**src/rtl/alu_pkg.sv**
```systemverilog
// Shared ALU definitions.
//   MODE_ADD / MODE_SUB : encodings of the add/sub unit's mode input
//   DEF_WIDTH / DEF_SLICE: default operand width and bits per pipeline stage
package alu_pkg;

  localparam logic MODE_ADD = 1'b0;
  localparam logic MODE_SUB = 1'b1;

  localparam int DEF_WIDTH = 32;
  localparam int DEF_SLICE = 8;

endpackage

```
**src/rtl/slice_adder.sv**
```systemverilog
// Combinational SLICE-bit adder used for one pipeline stage of the add/sub unit.
//   a, b : slice operands
//   cin  : carry into bit 0 of the slice
//   s    : slice sum
//   cout : carry out of the slice MSB
module slice_adder #(
  parameter int SLICE = 8
) (
  input  logic [SLICE-1:0] a,
  input  logic [SLICE-1:0] b,
  input  logic             cin,
  output logic [SLICE-1:0] s,
  output logic             cout
);

  assign {cout, s} = {1'b0, a} + {1'b0, b} + {{SLICE{1'b0}}, cin};

endmodule

```
**src/rtl/pipelined_add_sub.sv**
```systemverilog
// Pipelined WIDTH-bit add/subtract unit. The word is added SLICE bits per
// stage, so latency is NSTAGE = WIDTH/SLICE cycles at one op per cycle.
//   clk, reset_n           : clock, asynchronous active-low reset
//   in_valid / in_ready    : operand handshake (in_ready is combinational)
//   in1, in2, carry_in     : operands; carry_in is used for ADD only
//   mode                   : MODE_ADD (in1+in2+carry_in) or MODE_SUB (in1-in2)
//   out_valid / out_ready  : result handshake with backpressure
//   sum, carry_out         : result; for SUB carry_out = 1 means no borrow
//   overflow, zero, negative: signed overflow, sum == 0, sum MSB
module pipelined_add_sub
  import alu_pkg::*;
#(
  parameter int WIDTH = DEF_WIDTH,
  parameter int SLICE = DEF_SLICE
) (
  input  logic             clk,
  input  logic             reset_n,
  input  logic             in_valid,
  output logic             in_ready,
  input  logic [WIDTH-1:0] in1,
  input  logic [WIDTH-1:0] in2,
  input  logic             carry_in,
  input  logic             mode,
  output logic             out_valid,
  input  logic             out_ready,
  output logic [WIDTH-1:0] sum,
  output logic             carry_out,
  output logic             overflow,
  output logic             zero,
  output logic             negative
);

  localparam int NSTAGE = WIDTH / SLICE;

  if ((SLICE < 1) || ((WIDTH % SLICE) != 0)) begin : g_bad_width
    $error("pipelined_add_sub: WIDTH must be a non-zero multiple of SLICE");
  end

  // Signed overflow: operands agree in sign but the result does not.
  function automatic logic f_overflow(input logic a_msb, input logic b_msb,
                                      input logic s_msb);
    return (a_msb == b_msb) && (s_msb != a_msb);
  endfunction

  logic             adv;
  logic             accept;
  logic [WIDTH-1:0] b_eff;
  logic             c_eff;

  // The whole pipe moves only when the output register is free or being taken.
  assign adv      = !(out_valid && !out_ready);
  assign in_ready = reset_n && adv;
  assign accept   = in_valid && in_ready;

  // Subtraction is A + ~B + 1; the caller's carry_in is ignored for SUB.
  assign b_eff = (mode == MODE_ADD) ? in2 : ~in2;
  assign c_eff = (mode == MODE_SUB) ? 1'b1 : carry_in;

  for (genvar k = 0; k < NSTAGE; k++) begin : g_stg
    localparam int REM = WIDTH - k * SLICE;   // operand bits not yet added
    localparam int LO  = k * SLICE;           // result bits already completed

    logic [REM-1:0]      a_rem;
    logic [REM-1:0]      b_rem;
    logic                cin_k;
    logic                vld_k;
    logic [SLICE-1:0]    s_k;
    logic                cout_k;
    logic [LO+SLICE-1:0] res_nxt;

    if (k == 0) begin : g_src
      assign a_rem   = in1;
      assign b_rem   = b_eff;
      assign cin_k   = c_eff;
      assign vld_k   = accept;
      assign res_nxt = s_k;
    end else begin : g_src
      assign a_rem   = g_stg[k-1].g_mid.a_p;
      assign b_rem   = g_stg[k-1].g_mid.b_p;
      assign cin_k   = g_stg[k-1].g_mid.c_p;
      assign vld_k   = g_stg[k-1].g_mid.vld_p;
      assign res_nxt = {s_k, g_stg[k-1].g_mid.res_p};
    end

    slice_adder #(.SLICE(SLICE)) u_slice (
      .a    (a_rem[SLICE-1:0]),
      .b    (b_rem[SLICE-1:0]),
      .cin  (cin_k),
      .s    (s_k),
      .cout (cout_k)
    );

    if (k < NSTAGE - 1) begin : g_mid
      // ---- stage k register: carry, finished low slices, skewed high operand bits
      logic                vld_p;
      logic                c_p;
      logic [REM-SLICE-1:0] a_p;
      logic [REM-SLICE-1:0] b_p;
      logic [LO+SLICE-1:0] res_p;

      always_ff @(posedge clk or negedge reset_n) begin
        if (!reset_n) begin
          vld_p <= 1'b0;
        end else if (adv) begin
          vld_p <= vld_k;
        end
      end

      always_ff @(posedge clk) begin
        if (adv) begin
          c_p   <= cout_k;
          a_p   <= a_rem[REM-1:SLICE];
          b_p   <= b_rem[REM-1:SLICE];
          res_p <= res_nxt;
        end
      end
    end else begin : g_last
      // ---- final stage register: result and flags; held while no new result
      always_ff @(posedge clk or negedge reset_n) begin
        if (!reset_n) begin
          out_valid <= 1'b0;
          sum       <= '0;
          carry_out <= 1'b0;
          overflow  <= 1'b0;
          zero      <= 1'b0;
          negative  <= 1'b0;
        end else if (adv) begin
          out_valid <= vld_k;
          if (vld_k) begin
            sum       <= res_nxt;
            carry_out <= cout_k;
            overflow  <= f_overflow(a_rem[REM-1], b_rem[REM-1], s_k[SLICE-1]);
            zero      <= (res_nxt == '0);
            negative  <= res_nxt[WIDTH-1];
          end
        end
      end
    end
  end

endmodule

```
**config.mk**
```make
export PLATFORM = sky130hd
export DESIGN_NAME = pipelined_add_sub
export DESIGN_NICKNAME = d
export VERILOG_FILES = /design/src/rtl/alu_pkg.sv /design/src/rtl/slice_adder.sv /design/src/rtl/pipelined_add_sub.sv
export SDC_FILE = /design/constraint.sdc
export NUM_CORES = 1
export LEC_CHECK = 0
export ABC_AREA = 0
export BUFFER_PORTS_ARGS = -buffer_cell sky130_fd_sc_hd__buf_2
export CAP_MARGIN = 20
export CELL_PAD_IN_SITES_DETAIL_PLACEMENT = 1
export CELL_PAD_IN_SITES_GLOBAL_PLACEMENT = 2
export CORE_MARGIN = 5
export CORE_UTILIZATION = 44
export CTS_CLUSTER_SIZE = 40
export DETAILED_ROUTE_END_ITERATION = 10
export PLACE_DENSITY = 0.91
export SLEW_MARGIN = 10
export SYNTH_ARGS = -nofsm -noshare
export SYNTH_HDL_FRONTEND = slang
export SYNTH_SLANG_ARGS = --single-unit
```
**constraint.sdc**
```tcl
create_clock -name clk -period 9.5 [get_ports clk]
set_input_delay 1.425 -clock clk [delete_from_list [all_inputs] [get_ports clk]]
set_output_delay 1.425 -clock clk [all_outputs]
set_load 0.02 [all_outputs]
```
==> PnR_summary.wiki, run 1 <==
{| class="wikitable"
! Metric !! Value
|-
| Number of synthesized register bits || about 190
|-
| Leading cell type by number of instances after synthesis || edfxtp_1
|-
| Initial cell density of the core || 0.448
|-
| Post-synthesis cell type with the largest combined area || edfxtp_1
|-
| Synth top area share || 0.594
|-
| Vias in the first global route || around 4.5k
|-
| Count of endpoints failing hold in the final timing report || 0
|-
| Post-Syn Nets || about 550
|-
| Overall die height || about 140 µm
|-
| Number of top-level pins || 108
|-
| Total via count in the routed design || 3945
|-
| Cell area after technology mapping || ~7400 µm²
|-
| Remaining global-route overflow || 0
|-
| Worst clock skew || about 7.4 ps
|-
| Detailed Route Iter0 Violations || between 200 and 250
|-
| Area of the die || slightly below 20000 µm²
|-
| Share of layout cells above drive strength 1 || 0.305
|-
| Chip Width || around 140 µm
|-
| Met2 Usage GRT || 0.280
|-
| Final period demand of the worst path || 4050 ps
|-
| Wire length of the first global-routing pass || between 20000 and 25000 µm
|-
| Antenna diode count || 0
|-
| Post-layout net count || between 600 and 700
|-
| Floorplan row count || 47
|-
| Clock latency at the later pin of the worst-skew pair || 430 ps
|-
| Clock transition at the register clock pins on the worst setup and hold paths after CTS || 70 ps
|-
| Share of synthesized area occupied by flip-flops and latches || 0.726
|-
| Status || finished clean
|-
| GRT busiest layer || met2
|-
| Maximum number of pins on one net before global-route repair || a little under 90
|-
| TritonCTS clock tree || done
|-
| Pins Over Slew Limit || 0
|-
| Post-cts sizing count || 0
|-
| Post-route DRC || 0
|-
| Core outline area || about 17000 µm²
|-
| Root buffer cell || clkbuf_16
|-
| Async set-reset flop share out of synthesis || 0.210
|-
| Final period util || 0.426
|-
| Pleak || roughly 0.0036 µW
|-
| Global-route usage over all layers || 0.160
|-
| Via count normalized by instance count || roughly 5
|-
| Dpl ws || 5080 ps
|-
| Final Wtd Congestion || roughly 0.78
|-
| Worst hold slack after final layout || 420 ps
|-
| Mean area per synthesized cell || between 15 and 20 µm²
|-
| Max-capacitance violation count || 0
|-
| Routed wire length || roughly 15000 µm
|-
| Worst-margin pin slew || approximately 1100 ps
|-
| Synthesis-to-finish area growth || 18.1%
|-
| Sum of negative setup slack || 0 ps
|-
| Hold crit path type || reg2reg
|-
| Global Route met3 Usage || 0.0412
|-
| Highest ir drop seen on vdd || ~0.16 mV
|-
| Routed Antenna Nets || 0
|-
| Clk sinks || between 150 and 200
|-
| Commonest cells in the synthesized netlist || edfxtp_1, xor2_1, dfrtp_1
|-
| Number of buffers on the longest clock path || 2
|-
| Router iterations before antenna repair || 4
|-
| Worst Setup Start Kind || primary input
|-
| Global routing met1 resource utilization || 0.193
|-
| Routed length per instance || 18.9 µm
|-
| Post-CTS Hold Fix Bufs || 0
|-
| Yosys warning total || 0
|-
| Final Setup Violations || 0
|-
| Maximum frequency from static timing analysis || 0.247 GHz
|-
| Endpoint kind of the worst setup timing path || output pin
|-
| Post-CTS Repair Setup Buffers || 0
|-
| Antenna violations before repair || 0
|-
| Critical path class || in2out
|-
| CTS H-tree depth || 4
|-
| Port buffer count || between 100 and 150
|-
| Worst EP required || around 8100 ps
|-
| Number of filler instances in the final layout || 1624
|-
| Slew headroom || 0.294
|-
| Setup repair after global routing missed its margin || no
|-
| EDFF count, synth || around 150
|-
| Final worst-path setup slack || 5450 ps
|-
| Number of clock buffers inserted by TritonCTS || 17
|-
| CP Max Fanout || 69
|-
| Power density relative to cell area || ~340 nW/µm²
|-
| Gate count of the mapped netlist || roughly 440
|-
| Arr. time, crit path || ~2600 ps
|-
| Leading register cell type out of synthesis || edfxtp_1
|-
| Count of unique library cells instantiated by Yosys || 40
|-
| HPWL after detailed placement || between 10000 and 15000 µm
|-
| Cell types occupying the most area after synthesis || edfxtp_1, dfrtp_1, ha_1
|}
[worst paths after layout]
check,startpoint,to,slack (ps),cells after the start
min,g_stg[0].g_mid.a_p[18]$_DFFE_PN_,g_stg[1].g_mid.a_p[10]$_DFFE_PN_,420,0
max reg2reg,out_valid$_DFFE_PN0N_,sum[24]$_DFFE_PN0P_,7020,3
min in group asynchronous,reset_n,sum[12]$_DFFE_PN0P_,1130,1
max in group asynchronous,reset_n,overflow$_DFFE_PN0P_,7810,1
min reg2reg,g_stg[0].g_mid.a_p[18]$_DFFE_PN_,g_stg[1].g_mid.a_p[10]$_DFFE_PN_,420,0
max,out_ready,in_ready,5450,4
[through the flow]
stage                     std cells   util  total power (µW)  instance area (µm²)
final                           793  0.529              2970                 8770
after floorplan                 443      -              1970                 7430
after global routing            793  0.529              3140                 8770
after global placement          761  0.495              2210                 8200
after CTS                       793  0.529              3000                 8770
after detailed placement        761  0.495              2300                 8200
[cell type report]
| class | count | area (µm²) | area share |
|---|---|---|---|
| sequential | 186 | 5390 | 0.614 |
| multi-input combinational | 231 | 1930 | 0.220 |
| timing repair buffer | 108 | 543 | 0.0619 |
| clock buffer | 17 | 425 | 0.0485 |
| tap | 220 | 275 | 0.0314 |
| clock inverter | 15 | 145 | 0.0165 |
| inverter | 16 | 60.1 | 0.00685 |
[placed cells by master, fill, tap and decap left out, types with 4 or more instances in the layout]
cell	count
a21oi_1	17
buf_2	107
xor2_1	40
nand3_1	4
nand2_1	20
a21o_1	4
o21bai_1	5
mux2_2	28
nor2_1	9
nor3_1	5
inv_8	6
o21ai_0	15
ha_1	28
xnor2_1	15
inv_6	5
inv_1	16
clkbuf_16	17
fa_1	8
edfxtp_1	147
nor4_1	5
dfrtp_1	39
[layer usage]
metal,part of all wire,vias to the layer above
met1,0.41,1963
met5,0,-
li1,-,1868
met3,0.041,14
met2,0.53,100
met4,0.014,0
[logic make-up after synthesis]
kind of cell             Yosys count  share of synthesized area
AO/OA/AOI/OAI                     53                     0.0443
XOR/XNOR                          55                     0.0649
adder cells (fa/ha/maj)           36                     0.0687
buffers and inverters             26                     0.0148
flip-flops                       186                      0.726
multiplexers                      28                     0.0425
AND/OR/NAND/NOR                   59                     0.0389
[power by group]
part	internal, µW	total (µW)	switching [µW]
sequential	1280	1440	161
combinational	336	848	511
clock	351	680	329
total	1960	2970	1000
[critical path, stage by stage]
cell	delay (ps)
buf_2	100
nand2b_4	530
and2_1	390
buf_2	160
[flip-flops by register name, summed over array words and instances (netlist names)]
signal,flops
g_stg.g_mid.vld_p,3
out_valid,1
g_stg.g_mid.b_p,48
carry_out,1
g_stg.g_mid.a_p,48
sum,32
g_stg.g_mid.c_p,3
g_stg.g_mid.res_p,48
overflow,1
zero,1
Note: power is estimated with default switching activity, not from simulation.
==> inputs of run 2 (changes only) <==
- CORE_UTILIZATION: 44 -> 37
- PLACE_DENSITY: 0.91 -> 0.82
- clock period: 9.5 -> 3.6 ns (I/O delays scaled with it)
==> PnR_summary.wiki, run 2 (same netlist as run 1, synthesis figures left out) <==
{| class="wikitable"
! Metric !! Value
|-
| Status || finished clean (unchanged)
|-
| Slew headroom || 0.409 (was 0.294)
|-
| Register area || 5390 µm² (unchanged)
|-
| Sum of negative setup slack || 0 ps (unchanged)
|-
| Pins Over Slew Limit || 0 (unchanged)
|-
| Highest ir drop seen on vdd || 0.361 mV (was 0.155 mV)
|-
| Pleak || 0.00363 µW (was 0.00360 µW)
|-
| Power density relative to cell area || 875 nW/µm² (was 338 nW/µm²)
|-
| Post-CTS Hold Fix Bufs || 0 (unchanged)
|-
| CP cell instances || buf_2, or2_2, fa_1, fa_1, a21o_1, a21oi_1, o21bai_1, a21oi_1, o21ai_0 (was buf_2, nand2b_4, and2_1, buf_2)
|-
| Global-route usage over all layers || 0.125 (was 0.160)
|-
| Vias in the first global route || 4334 (was 4507)
|-
| Remaining global-route overflow || 0 (unchanged)
|-
| Wire length of the first global-routing pass || 21900 µm (was 24200 µm)
|-
| Clock transition at the register clock pins on the worst setup and hold paths after CTS || 70 ps (about the same)
|-
| Post-CTS Repair Setup Buffers || 0 (unchanged)
|-
| Maximum number of pins on one net before global-route repair || 124 (was 89)
|-
| Dpl ws || 695 ps (was 5080 ps)
|-
| Clock Power Share || 0.239 (was 0.229)
|-
| CP Max Fanout || 3 (was 69)
|-
| Chip Width || 152 µm (was 140 µm)
|-
| Terminus of the critical flop-to-flop path || zero$_DFFE_PN0P_ (was sum[24]$_DFFE_PN0P_)
|-
| Count of endpoints failing hold in the final timing report || 0 (unchanged)
|-
| Final period demand of the worst path || about 2500 ps
|-
| Internal Pwr Total || 5250 µW (was 1960 µW)
|-
| Routed length per instance || 16.1 µm (was 18.9 µm)
|-
| Final Wtd Congestion || 0.764 (was 0.775)
|-
| Number of buffers on the longest clock path || 2 (unchanged)
|-
| Logic gate share of total power || 0.281 (was 0.286)
|-
| Last element of the critical path || g_stg[0].g_mid.c_p$_DFFE_PN_ (was in_ready)
|-
| Maximum frequency from static timing analysis || slightly above 0.4 GHz
|-
| Largest regs || g_stg.g_mid.a_p (48), g_stg.g_mid.b_p (48), g_stg.g_mid.res_p (48) (unchanged)
|-
| Share of total power consumed by net switching || 0.325 (was 0.338)
|-
| Total net switching power || 2530 µW (was 1000 µW)
|-
| Met2 Usage GRT || 0.203 (was 0.280)
|-
| Worst-margin pin slew || 884 ps (was 1060 ps)
|-
| Initial cell density of the core || 0.379 (was 0.448)
|-
| Worst EP required || 3770 ps (was 8080 ps)
|-
| Setup repair after global routing missed its margin || no (unchanged)
|-
| Via count normalized by instance count || 4.60 (was 4.97)
|-
| Router iterations before antenna repair || 4 (unchanged)
|-
| Root buffer cell || clkbuf_16 (unchanged)
|-
| Reg2Reg Launch Point || g_stg[2].g_mid.c_p$_DFFE_PN_ (was out_valid$_DFFE_PN0N_)
|-
| Post-route cell area || 8880 µm² (was 8770 µm²)
|-
| Final worst-path setup slack || 1150 ps (was 5450 ps)
|-
| Number of filler instances in the final layout || 1968 (was 1624)
|-
| GRT busiest layer || met2 (unchanged)
|-
| Antenna violations before repair || 0 (unchanged)
|-
| Antenna diode count || 0 (unchanged)
|-
| Critical path class || in2reg (was in2out)
|-
| Total via count in the routed design || 3868 (was 3945)
|-
| Number of top-level pins || 108 (unchanged)
|-
| Detailed Route Iter0 Violations || 152 (was 233)
|-
| Clock latency at the later pin of the worst-skew pair || 430 ps (about the same)
|-
| Critical Path Max Stage Delay || 430 ps (was 530 ps)
|-
| TritonCTS clock tree || done (unchanged)
|-
| Synthesis-to-finish area growth || 19.6% (was 18.1%)
|-
| Core outline area || 19600 µm² (was 16600 µm²)
|-
| Sequential group share of total power || 0.480 (was 0.485)
|-
| Final Setup Violations || 0 (unchanged)
|-
| Top library cells by usage in the layout, fill and taps aside || edfxtp_1, buf_2, xor2_1 (unchanged)
|-
| Arr. time, crit path || 2620 ps (about the same)
|-
| Endpoint kind of the worst setup timing path || register (was output pin)
|-
| Slowest stage cell on the critical path || fa_1 (was nand2b_4)
|-
| Global Route met3 Usage || 0.0345 (was 0.0412)
|-
| Global routing met1 resource utilization || 0.159 (was 0.193)
|-
| Worst clock skew || 11.9 ps (was 7.38 ps)
|-
| Routed wire length || 13500 µm (was 15000 µm)
|-
| Depth of the worst register-to-register path || 8 (was 3)
|-
| Hold crit path type || in2async (was reg2reg)
|-
| Port buffer count || 107 (unchanged)
|-
| Post-Place Cell Area || 8290 µm² (was 8200 µm²)
|-
| Launching element of the worst setup path || mode (was out_ready)
|-
| Post-route DRC || 0 (unchanged)
|-
| Worst Setup Start Kind || primary input (unchanged)
|-
| Post-cts sizing count || 0 (unchanged)
|-
| HPWL after detailed placement || 10000 µm (was 10700 µm)
|-
| Final period util || 0.681
|-
| Clk sinks || 186 (unchanged)
|-
| Share of layout cells above drive strength 1 || 0.308 (was 0.305)
|-
| Area of the die || 23000 µm² (was 19600 µm²)
|-
| Number of clock buffers inserted by TritonCTS || 17 (unchanged)
|-
| Commonest non-fill, non-tap cell in the layout || edfxtp_1 (unchanged)
|-
| Floorplan row count || 51 (was 47)
|-
| Max-capacitance violation count || 0 (unchanged)
|-
| Routed Antenna Nets || 0 (unchanged)
|-
| Post-layout net count || 668 (was 666)
|-
| Overall die height || 152 µm (was 140 µm)
|-
| CTS H-tree depth || 4 (unchanged)
|-
| Flop-to-flop setup slack || 1230 ps (was 7020 ps)
|-
| Total area of multi-input combinational cells || 1930 µm² (unchanged)
|}
[run 2: worst max-delay path, delay by kind of cell]
kind | cells | cell delay [ps]
AOI/OAI and AO/OA | 5 | 810
buffers and inverters | 1 | 120
adders and majority gates | 2 | 850
and+or+nand+nor | 1 | 310
[run 2: power groups by stage]
stage / sequential (µW) / clock [µW] / combinational [µW]
after global placement: 3750 / 0 / 2100
after floorplan: 3890 / 0 / 1310
after global routing: 3820 / 2020 / 2440
final: 3730 / 1860 / 2180
after CTS: 3750 / 1910 / 2230
after detailed placement: 3800 / 0 / 2220
[run 2: how the worst min path moves through the flow]
stage | start | end
2_1_floorplan | reset_n | carry_out$_DFFE_PN0P_
3_3_place_gp | g_stg[0].g_mid.b_p[8]$_DFFE_PN_ | g_stg[1].g_mid.b_p[0]$_DFFE_PN_
3_5_place_dp | g_stg[0].g_mid.a_p[21]$_DFFE_PN_ | g_stg[1].g_mid.a_p[13]$_DFFE_PN_
4_1_cts | reset_n | sum[11]$_DFFE_PN0P_
5_1_grt | reset_n | sum[11]$_DFFE_PN0P_
6_report | reset_n | sum[11]$_DFFE_PN0P_
[run 2: area by class of cell]
class,count,share of cell area
Clock buffer,17,0.0479
Multi-Input combinational cell,231,0.218
Sequential cell,186,0.607
Clock inverter,15,0.0192
Timing Repair Buffer,110,0.0642
Tap cell,265,0.0373
Inverter,16,0.00676
[run 2: layer usage]
metal,up-vias,part of all wire
met5,-,0
met4,0,0.014
met3,13,0.051
met2,85,0.50
met1,1905,0.44
li1,1865,-
[run 2: through the flow]
stage | power, µW | instances | utilization | hold slack, ps
finish | 7770 | 840 | 0.453 | 172
global route | 8280 | 840 | 0.453 | 189
CTS | 7900 | 840 | 0.453 | 165
detailed placement | 6020 | 808 | 0.423 | 406
global placement | 5850 | 808 | 0.423 | 403
floorplan | 5210 | 443 | - | 244
